==> config.mk <==
export PLATFORM = sky130hd
export DESIGN_NAME = dly_tap_ctrl_flat
export DESIGN_NICKNAME = d
export VERILOG_FILES = /design/src/rtl/dly_tap_if.sv /design/src/rtl/dly_tap_ctrl.sv /design/src/flat_wrapper.sv
export SDC_FILE = /design/constraint.sdc
export NUM_CORES = 1
export LEC_CHECK = 0
export CAP_MARGIN = 30
export CORE_ASPECT_RATIO = 1.75
export CORE_MARGIN = 2
export CORE_UTILIZATION = 45
export CTS_BUF_LIST = sky130_fd_sc_hd__clkbuf_4 sky130_fd_sc_hd__clkbuf_8
export DETAILED_ROUTE_END_ITERATION = 8
export PLACE_DENSITY = 0.68
export SLEW_MARGIN = 20
export SYNTH_ARGS = -nofsm -noshare
export SYNTH_HDL_FRONTEND = slang
export SYNTH_SLANG_ARGS = --single-unit
==> constraint.sdc <==
create_clock -name clk -period 3.48 [get_ports clk]
set_clock_uncertainty 0.15 [all_clocks]
set_input_delay 0.348 -clock clk [delete_from_list [all_inputs] [get_ports clk]]
set_output_delay 0.348 -clock clk [all_outputs]
set_load 0.05 [all_outputs]
==> src/rtl/dly_tap_if.sv <==
// Request/status bundle between a tap-control master and the delay-line tap controller.
// The master drives tap requests and the phase flag; the slave returns the tap state.
interface dly_tap_if #(
  parameter int NUM_TAPS = 32,
  parameter int TAP_W    = 5
);
  logic                sw_tap_load;
  logic [TAP_W-1:0]    sw_tap_val;
  logic                cal_start;
  logic                phase_in;
  logic [NUM_TAPS-1:0] sel_out;
  logic [TAP_W-1:0]    cur_tap;
  logic                busy;
  logic                cal_done;
  logic                cal_err;

  modport master (
    output sw_tap_load, sw_tap_val, cal_start, phase_in,
    input  sel_out, cur_tap, busy, cal_done, cal_err
  );

  modport slave (
    input  sw_tap_load, sw_tap_val, cal_start, phase_in,
    output sel_out, cur_tap, busy, cal_done, cal_err
  );
endinterface

==> src/rtl/dly_tap_ctrl.sv <==
// Delay-line tap controller: walks the del_n_mux chain one tap at a time toward a software
// target or through a calibration sweep, waiting a settle window after every step.
module dly_tap_ctrl #(
  parameter int NUM_TAPS   = 32,
  parameter int TAP_W      = 5,
  parameter int SETTLE_CYC = 4
) (
  input  logic     clk,
  input  logic     rst_n,
  dly_tap_if.slave bus
);

  typedef enum logic [2:0] {
    IDLE       = 3'd0,
    STEP       = 3'd1,
    SETTLE     = 3'd2,
    CAL_SAMPLE = 3'd3,
    DONE       = 3'd4
  } state_e;

  localparam int               CNT_W      = $clog2(SETTLE_CYC + 1);
  localparam logic [TAP_W-1:0] TAP_MAX    = TAP_W'(NUM_TAPS - 1);
  localparam logic [CNT_W-1:0] SETTLE_END = CNT_W'(SETTLE_CYC - 1);

  state_e              state_q, state_d;
  logic [TAP_W-1:0]    cur_tap_q, cur_tap_d;
  logic [TAP_W-1:0]    target_q, target_d;
  logic [CNT_W-1:0]    cnt_q, cnt_d;
  logic [NUM_TAPS-1:0] sel_q, sel_d;
  logic                cal_mode_q, cal_mode_d;
  logic                first_q, first_d;
  logic                ref_q, ref_d;
  logic                busy_q, busy_d;
  logic                cal_done_q, cal_done_d;
  logic                cal_err_q, cal_err_d;
  logic                ph_s1_q, ph_s1_d;
  logic                ph_s2_q, ph_s2_d;
  logic [TAP_W-1:0]    req_tap_s;

  // Out-of-range requests saturate at the top tap; only needed when the code space exceeds the chain.
  if (NUM_TAPS < (1 << TAP_W)) begin : g_clamp
    assign req_tap_s = (bus.sw_tap_val > TAP_MAX) ? TAP_MAX : bus.sw_tap_val;
  end else begin : g_no_clamp
    assign req_tap_s = bus.sw_tap_val;
  end

  // Next-state, tap stepping, calibration decisions and the registered-output decode.
  always_comb begin
    state_d    = state_q;
    cur_tap_d  = cur_tap_q;
    target_d   = target_q;
    cnt_d      = cnt_q;
    cal_mode_d = cal_mode_q;
    first_d    = first_q;
    ref_d      = ref_q;
    cal_done_d = cal_done_q;
    cal_err_d  = cal_err_q;
    ph_s1_d    = bus.phase_in;
    ph_s2_d    = ph_s1_q;

    case (state_q)
      IDLE: begin
        if (bus.cal_start) begin
          cal_mode_d = 1'b1;
          first_d    = 1'b1;
          target_d   = TAP_W'(0);
          cal_done_d = 1'b0;
          cal_err_d  = 1'b0;
          state_d    = STEP;
        end else if (bus.sw_tap_load) begin
          cal_mode_d = 1'b0;
          first_d    = 1'b0;
          target_d   = req_tap_s;
          cal_done_d = 1'b0;
          cal_err_d  = 1'b0;
          state_d    = STEP;
        end else begin
          state_d = IDLE;
        end
      end
      STEP: begin
        if (cur_tap_q < target_q) begin
          cur_tap_d = cur_tap_q + TAP_W'(1);
          cnt_d     = CNT_W'(0);
          state_d   = SETTLE;
        end else if (cur_tap_q > target_q) begin
          cur_tap_d = cur_tap_q - TAP_W'(1);
          cnt_d     = CNT_W'(0);
          state_d   = SETTLE;
        end else if (cal_mode_q) begin
          state_d = CAL_SAMPLE;
        end else begin
          state_d = IDLE;
        end
      end
      SETTLE: begin
        if (cnt_q == SETTLE_END) begin
          if (cur_tap_q != target_q) begin
            state_d = STEP;
          end else if (cal_mode_q) begin
            state_d = CAL_SAMPLE;
          end else begin
            state_d = IDLE;
          end
        end else begin
          cnt_d = cnt_q + CNT_W'(1);
        end
      end
      CAL_SAMPLE: begin
        // The first sample is taken at tap 0 and only establishes the reference polarity.
        if (first_q) begin
          first_d  = 1'b0;
          ref_d    = ph_s2_q;
          target_d = cur_tap_q + TAP_W'(1);
          state_d  = STEP;
        end else if (ph_s2_q != ref_q) begin
          cal_done_d = 1'b1;
          state_d    = DONE;
        end else if (cur_tap_q == TAP_MAX) begin
          cal_err_d = 1'b1;
          state_d   = DONE;
        end else begin
          target_d = cur_tap_q + TAP_W'(1);
          state_d  = STEP;
        end
      end
      DONE: begin
        state_d = IDLE;
      end
      default: begin
        state_d = IDLE;
      end
    endcase

    busy_d = (state_d == STEP) || (state_d == SETTLE) || (state_d == CAL_SAMPLE);

    sel_d = '0;
    for (int i = 0; i < NUM_TAPS; i++) begin
      sel_d[i] = (i < int'(cur_tap_d));
    end
  end

  // State and output registers; reset parks the chain at minimum delay immediately.
  always_ff @(posedge clk) begin
    if (!rst_n) begin
      state_q    <= IDLE;
      cur_tap_q  <= TAP_W'(0);
      target_q   <= TAP_W'(0);
      cnt_q      <= CNT_W'(0);
      sel_q      <= '0;
      cal_mode_q <= 1'b0;
      first_q    <= 1'b0;
      ref_q      <= 1'b0;
      busy_q     <= 1'b0;
      cal_done_q <= 1'b0;
      cal_err_q  <= 1'b0;
      ph_s1_q    <= 1'b0;
      ph_s2_q    <= 1'b0;
    end else begin
      state_q    <= state_d;
      cur_tap_q  <= cur_tap_d;
      target_q   <= target_d;
      cnt_q      <= cnt_d;
      sel_q      <= sel_d;
      cal_mode_q <= cal_mode_d;
      first_q    <= first_d;
      ref_q      <= ref_d;
      busy_q     <= busy_d;
      cal_done_q <= cal_done_d;
      cal_err_q  <= cal_err_d;
      ph_s1_q    <= ph_s1_d;
      ph_s2_q    <= ph_s2_d;
    end
  end

  assign bus.sel_out  = sel_q;
  assign bus.cur_tap  = cur_tap_q;
  assign bus.busy     = busy_q;
  assign bus.cal_done = cal_done_q;
  assign bus.cal_err  = cal_err_q;

endmodule
==> src/flat_wrapper.sv <==
// flat-port wrapper written by rule: the top's interface ports become plain ports
module dly_tap_ctrl_flat 
#(
  parameter int NUM_TAPS   = 32,
  parameter int TAP_W      = 5,
  parameter int SETTLE_CYC = 4
)
  (clk, rst_n, bus_sw_tap_load, bus_sw_tap_val, bus_cal_start, bus_phase_in, bus_sel_out, bus_cur_tap, bus_busy, bus_cal_done, bus_cal_err);
  dly_tap_if #(.NUM_TAPS(NUM_TAPS), .TAP_W(TAP_W)) bus_i ();
  input  logic clk;
  input  logic rst_n;
  input wire logic [$bits(bus_i.sw_tap_load)-1:0] bus_sw_tap_load;
  input wire logic [$bits(bus_i.sw_tap_val)-1:0] bus_sw_tap_val;
  input wire logic [$bits(bus_i.cal_start)-1:0] bus_cal_start;
  input wire logic [$bits(bus_i.phase_in)-1:0] bus_phase_in;
  output wire logic [$bits(bus_i.sel_out)-1:0] bus_sel_out;
  output wire logic [$bits(bus_i.cur_tap)-1:0] bus_cur_tap;
  output wire logic [$bits(bus_i.busy)-1:0] bus_busy;
  output wire logic [$bits(bus_i.cal_done)-1:0] bus_cal_done;
  output wire logic [$bits(bus_i.cal_err)-1:0] bus_cal_err;
  assign bus_i.sw_tap_load = bus_sw_tap_load;
  assign bus_i.sw_tap_val = bus_sw_tap_val;
  assign bus_i.cal_start = bus_cal_start;
  assign bus_i.phase_in = bus_phase_in;
  assign bus_sel_out = bus_i.sel_out;
  assign bus_cur_tap = bus_i.cur_tap;
  assign bus_busy = bus_i.busy;
  assign bus_cal_done = bus_i.cal_done;
  assign bus_cal_err = bus_i.cal_err;
  dly_tap_ctrl #(.NUM_TAPS(NUM_TAPS), .TAP_W(TAP_W), .SETTLE_CYC(SETTLE_CYC)) u_core (.clk(clk), .rst_n(rst_n), .bus(bus_i));
endmodule
==> metrics.txt, run 1 <==
endpoint of the worst setup timing path=u_core.bus.sel_out[22]; reg-to-reg setup timing slack=roughly 530 ps; number of register bits inferred by synthesis=54; kind of launch point of the worst setup path=flip-flop; clock transition at the registers of the reported paths=roughly 100 ps; Clk Latency, worst-skew pair=310 ps; portion of the clock cycle consumed by the worst path in the final layout=0.848; Worst-Margin Slew=approximately 750 ps; endpoint kind of the worst setup timing path=flip-flop; drt first pass iters=4; Crit Reg-Reg Endpoint=u_core.bus.sel_out[22]; run status=completed; Core Footprint=0.00493 mm^2; Hold Vio Cnt, Final=0; number of design rule violations left after detail routing=0; height of the chip=approximately 99 um; Cells on Worst Hold Path=1; count of nets left with antenna violations after detail routing=0; net count of the finished layout=320; vias per std cell=5.46; Synth Area in Adders=0.0543; via total after detailed routing=roughly 1.9k; Cell variety after synth=between 50 and 60; Synth Warn #=0; pin count of the biggest net entering global routing=22; area of the die=between 0.005 and 0.006 mm^2; maximum clock path buffer count=2; number of top-level pins=50; number of buffers added for setup after CTS=0; clk sinks=54; area fraction in and, or, nand and nor cells after synthesis=0.202; CTS Root Buffer Type=sky130_fd_sc_hd__clkbuf_8; power density cells=1060 mW/mm^2; static leakage power=between 0.001 and 0.0015 uW; proportion of layout cells with a drive suffix above 1=0.0997; cell area after synthesis=~0.0023 mm^2; GRT overflow=0; number of global-route vias before repair=about 2.0k; mux share of post-synthesis cell area=0.00434; top fanout value on the critical path=11; number of instances in the synthesized netlist=250; placement-stage cell area=around 0.0028 mm^2; data required time at the worst endpoint=between 3000 and 4000 ps; Hold WS=~300 ps; All-Layer GR Usage=0.208; placer's final routability congestion estimate=about 0.95; total negative setup slack=0 ps; synthesized netlist net count=270; maximum ir drop on the vdd rail=between 700 and 800 uV; initial antenna violation count=0; unrepaired setup endpoints after global routing=no; Layout Area Growth over Synthesis=27.4%; detailed-route wire length per cell=around 15 um; achievable clock frequency=around 0.34 GHz; Num CTS Buffers=5; post-detail-place hpwl=a little over 4000 um; number of standard-cell rows in the floorplan=34; cell depth of the worst flop-to-flop path=9; Post-synth EDFFs=0; async set-reset flop share out of synthesis=0; count of maximum capacitance violations=0; area fraction in compound gates after synthesis=0.199; wire length of the first global-routing pass=between 9000 and 10000 um; number of diodes added for antenna fixing=0; area share of xor/xnor cells in the synthesized design=0.0185; start point of the critical path=u_core.bus.cur_tap[3]; Syn Area/Cell=just over 9 um^2; launching point of the worst reg2reg path=u_core.bus.cur_tap[3]; H-tree lvl count=2; cts-stage hold buffer count=0; Critical Setup Path Class=reg2reg; Slew HR=0.498; number of DRC violations after detailed-routing iteration 0=87; final setup violating endpoints=0; clock tree from TritonCTS=done; minimum clock period=slightly below 3000 ps; final-report max-slew violation count=0; post-route standard cell area excluding fillers=roughly 0.0029 mm^2; wire length after detailed routing=between 5000 and 6000 um; post-cts resize count=0; leading register cell type out of synthesis=sky130_fd_sc_hd__dfxtp_1; main combinational cell family by area after synthesis=simple AND/OR/NAND/NOR gates; worst min path class=reg2reg; die width=between 50 and 60 um; Worst EP arrival=2990 ps; PortBufs=48; sequential cell area fraction in the yosys report=0.469; effective utilization at floorplan=0.467
## worst max-delay path, stage by stage (launching register included)
cell and delay, ps:
sky130_fd_sc_hd__dfxtp_1 500, sky130_fd_sc_hd__ha_1 300, sky130_fd_sc_hd__nand4_1 170, sky130_fd_sc_hd__nor2_1 130, sky130_fd_sc_hd__or4_1 440, sky130_fd_sc_hd__a21o_1 210
sky130_fd_sc_hd__a211oi_2 260, sky130_fd_sc_hd__buf_4 220, sky130_fd_sc_hd__or2_1 330, sky130_fd_sc_hd__o31ai_1 130
## cell usage in the layout (no fill, tap or decap), drive strengths merged, types with 2 or more instances in the layout
cell and n:
a21o 3, o211ai 3, nand2b 3, o31ai 3
a31oi 6, ha 10, nor4 2, inv 16
or2 3, nor2b 2, nor2 32, nand4 2
clkdlybuf4s50 48, nor3 5, buf 6, o21a 4
and3 2, or3 2, nand2 13, dfxtp 54
a211o 3, a22oi 2, and2 6, a211oi 4
a21oi 19, o21ai 14, nand3b 3, xor2 3
nand3 5, nor3b 5, clkinv 2, clkbuf 5
## final cells by class
| class | count | area (um^2) |
|---|---|---|
| inverters | 15 | 56.3 |
| clock buffers | 5 | 68.8 |
| well taps | 54 | 67.6 |
| repair buffers | 54 | 526 |
| flip-flops and latches | 54 | 1080 |
| multi-input cells | 170 | 1110 |
| clock inverters | 3 | 28.8 |
| fillers | 461 | 2000 |
## where the power goes
group,internal [uW],switching [uW]
registers,776,97.4
logic,640,1220
clock network,150,224
## cell usage after synthesis (all sizes together), types with 2 or more instances
master	number	share of area
ha	10	0.054
nand4	2	0.0054
and3	2	0.0054
or2	3	0.0081
o21ai	14	0.030
nand3b	3	0.0098
nand2b	3	0.0081
xor2	3	0.011
nand3	5	0.011
clkbuf	5	0.0081
and2	6	0.017
a31oi	6	0.026
a211oi	4	0.015
dfxtp	54	0.47
nor2b	2	0.0054
nor4	2	0.0054
a21oi	19	0.048
nand2	13	0.021
buf	6	0.018
nor3	5	0.017
nor3b	5	0.018
o21a	4	0.013
nor2	32	0.053
o31ai	3	0.0098
inv	15	0.024
a21o	3	0.0098
o211ai	3	0.0098
a22oi	2	0.0065
or3	2	0.0054
a211o	3	0.011
## logic make-up after synthesis
family / count (synthesis)
multiplexers: 1
XOR/XNOR: 4
flip-flops: 54
AND/OR/NAND/NOR: 88
adder cells (fa/ha/maj): 10
buffers and inverters: 26
other: 1
AO/OA/AOI/OAI: 66
## flip-flops by register name, indices dropped and copies added, names as in the netlist
register,flops
u_core.bus.sel_out,31
u_core.target_q,5
u_core.bus.cur_tap,4
u_core.cnt_q,3
u_core.state_q,3
u_core.bus.busy,1
u_core.bus.cal_done,1
u_core.bus.cal_err,1
u_core.cal_mode_q,1
u_core.first_q,1
u_core.ph_s1_q,1
u_core.ph_s2_q,1
u_core.ref_q,1
## through the flow
step | power, uW | setup slack [ps] | std cells | util
after detailed placement | 2760 | 520 | 347 | 0.575
after floorplan | 2250 | 536 | 250 | -
after global routing | 3350 | 320 | 355 | 0.595
after global placement | 2730 | 598 | 347 | 0.575
after CTS | 3130 | 518 | 355 | 0.595
final | 3100 | 529 | 355 | 0.595
## how the worst min path moves through the flow
stage | from | end
after global routing | u_core.ph_s1_q | u_core.ph_s2_q
after global placement | u_core.ph_s1_q | u_core.ph_s2_q
after detailed placement | u_core.ph_s1_q | u_core.ph_s2_q
after CTS | u_core.ph_s1_q | u_core.ph_s2_q
after floorplan | u_core.ph_s1_q | u_core.ph_s2_q
final | u_core.ph_s1_q | u_core.ph_s2_q
## metal layers
metal,share of wire,track usage,vias to the layer above
li1,-,-,973
met3,0.036,0.0367,12
met2,0.55,0.379,41
met4,0.026,0.0859,0
met5,0,0,-
met1,0.39,0.228,911
Note: power is estimated with default switching activity, not from simulation.
==> run 2, diff against run 1 <==
- clock period: 3.48 -> 2.8 ns (I/O delays scaled with it)
==> run 2 against run 1 <==
Total power is 30% higher. Clock power is 24% higher. Via count is 0.36% higher. Hold slack worse by 6.4 ps. Non-clock buffer count is 7 higher. Sequential power is 21% higher. Largest cell class unchanged.
==> metrics.txt, run 2 (synthesis results as in run 1) <==
cell internal pwr=2070 uW (+32%); run status=completed; top fanout value on the critical path=9 (-2); die width=58.1 um (unchanged); minimum clock period=2600 ps (-347 ps); detailed-route wire length per cell=15.3 um (+0.59%); All-Layer GR Usage=0.206 (-0.00217); worst min path class=reg2reg; drt first pass iters=4 (unchanged); Layout Area Growth over Synthesis=31.2%; Worst EP arrival=2700 ps (-290 ps); maximum clock path buffer count=2 (unchanged); PortBufs=48 (unchanged); clock transition at the registers of the reported paths=100 ps (about the same); FILL cells=453 (-1.7%); global routing met3 resource utilization=0.0315 (-0.00525); via total after detailed routing=1944 (+0.36%); Hold Vio Cnt, Final=0 (unchanged); post-detail-place hpwl=4120 um (+1.5%); height of the chip=98.7 um (unchanged); leading cell type in the layout, fill and taps excluded=sky130_fd_sc_hd__dfxtp_1; switching power total=1960 uW (+28%); pin count of the biggest net entering global routing=22 (unchanged); Critical Setup Path Class=reg2reg; number of DRC violations after detailed-routing iteration 0=69 (-21%); maximum ir drop on the vdd rail=852 uV (+19%); kind of launch point of the worst setup path=flip-flop; data required time at the worst endpoint=2900 ps (-620 ps); effective utilization at floorplan=0.467 (unchanged); Worst-Margin Slew=514 ps (-234 ps); Slew HR=0.656 (+0.158); clock tree from TritonCTS=done; commonest non-fill, non-tap cells in the layout=49 x sky130_fd_sc_hd__dfxtp_1, 48 x sky130_fd_sc_hd__clkdlybuf4s50_1, 30 x sky130_fd_sc_hd__nor2_1; Core Footprint=0.00493 mm^2 (unchanged); CTS Root Buffer Type=sky130_fd_sc_hd__clkbuf_8; Num CTS Buffers=5 (unchanged); number of standard-cell rows in the floorplan=34 (unchanged); count of nets left with antenna violations after detail routing=0 (unchanged); final-report max-slew violation count=0 (unchanged); initial antenna violation count=0 (unchanged); start point of the critical path=u_core.target_q[2]; final design utilization=0.613 (+0.0180); net count of the finished layout=327 (+2.2%); unrepaired setup endpoints after global routing=yes; power density cells=1330 mW/mm^2 (+26%); part of the power in registers=0.263 (-0.019); portion of the clock cycle consumed by the worst path in the final layout=0.930 (+0.0820); Largest register FFs=31 (unchanged); Logic pwr share=0.622 (+0.024); endpoint kind of the worst setup timing path=flip-flop; GRT overflow=0 (unchanged); Hold WS=294 ps (-6.40 ps); placement-stage cell area=0.00290 mm^2 (+2.1%); post-route standard cell area excluding fillers=0.00302 mm^2 (+3.0%); Clk Latency, worst-skew pair=310 ps (about the same); Clk network pwr share=0.115 (-0.005); number of global-route vias before repair=1959 (-0.51%); sw frac=0.487 (-0.00886); wire length of the first global-routing pass=9040 um (-2.1%); count of maximum capacitance violations=0 (unchanged); number of design rule violations left after detail routing=0 (unchanged); cts-stage hold buffer count=0 (unchanged); wire length after detailed routing=5530 um (+2.6%); worst min-delay path startpoint=u_core.ph_s1_q; number of top-level pins=50 (unchanged); H-tree lvl count=2 (unchanged); number of buffers added for setup after CTS=0 (unchanged); number of diodes added for antenna fixing=0 (unchanged); launching point of the worst reg2reg path=u_core.target_q[2]; placer's final routability congestion estimate=0.977 (+3.3%); final setup violating endpoints=0 (unchanged); static leakage power=0.00120 uW (+4.0%); met1 track demand over resource in global routing=0.217 (-0.0110); clk sinks=54 (unchanged); vias per std cell=5.37 (-1.6%); most used routing layer in global routing=met2; proportion of layout cells with a drive suffix above 1=0.153 (+0.0529); achievable clock frequency=0.384 GHz (+13%); area of the die=0.00573 mm^2 (unchanged); met2 usage=0.378 (-0.000874)
## run 2: cell count changes in the layout (fill, tap and decap cells not counted), sizes merged
cell,previous run,this run
buf,6,13
## run 2: worst max-delay path: stages (launching register included)
cell                       delay [ps]
sky130_fd_sc_hd__dfxtp_1          340
sky130_fd_sc_hd__inv_1             40
sky130_fd_sc_hd__ha_1             280
sky130_fd_sc_hd__nand4_1          180
sky130_fd_sc_hd__nor2_1            70
sky130_fd_sc_hd__or4_1            450
sky130_fd_sc_hd__nor4_2           270
sky130_fd_sc_hd__a211oi_4         100
sky130_fd_sc_hd__buf_6            160
sky130_fd_sc_hd__or3_1            360
sky130_fd_sc_hd__a21oi_1          140
## run 2: final cells by class
| type | instances | area [um^2] | share of cell area |
|---|---|---|---|
| Tap cell | 54 | 67.6 | 0.0223 |
| Inverter | 15 | 56.3 | 0.0186 |
| Multi-Input combinational cell | 170 | 1130 | 0.375 |
| Sequential cell | 54 | 1090 | 0.360 |
| Timing Repair Buffer | 61 | 582 | 0.192 |
| Clock buffer | 5 | 68.8 | 0.0228 |
| Clock inverter | 3 | 28.8 | 0.00952 |
## run 2: what timing repair did
action                     4_1_cts  5_1_grt
gates resized for setup          0        7
setup endpoints to repair        0       23
hold endpoints to repair         0        0
## run 2: power groups by stage
stage                     clock [uW]  sequential, uW  combinational, uW
after global placement             0            1080               2430
after floorplan                    0            1530               1260
final                            462            1060               2510
after detailed placement           0            1080               2440
after CTS                        474            1060               2450
after global routing             507            1080               2720
## run 2: path summary, 6_finish.rpt
kind	endpoint	slack [ps]	cells after the start
setup / recovery	u_core.bus.sel_out[12]	200	10
hold / removal	u_core.ph_s2_q	290	1
hold reg to reg	u_core.ph_s2_q	290	1
setup reg to reg	u_core.bus.sel_out[12]	200	10
## run 2: layer usage
layer	vias up	wire, um	part of all wire
li1	987	-	-
met1	906	2180	0.39
met2	40	3010	0.54
met3	11	172	0.031
met4	0	165	0.030
met5	-	0	0
## run 2: metrics by stage
step	setup slack [ps]	setup TNS [ps]	power, uW	cells
after CTS	58.2	0	3990	362
after global placement	76.2	0	3510	354
after floorplan	96.7	0	2800	250
final	196	0	4030	362
after detailed placement	81.7	0	3520	354
after global routing	-27.4	-27.4	4310	362
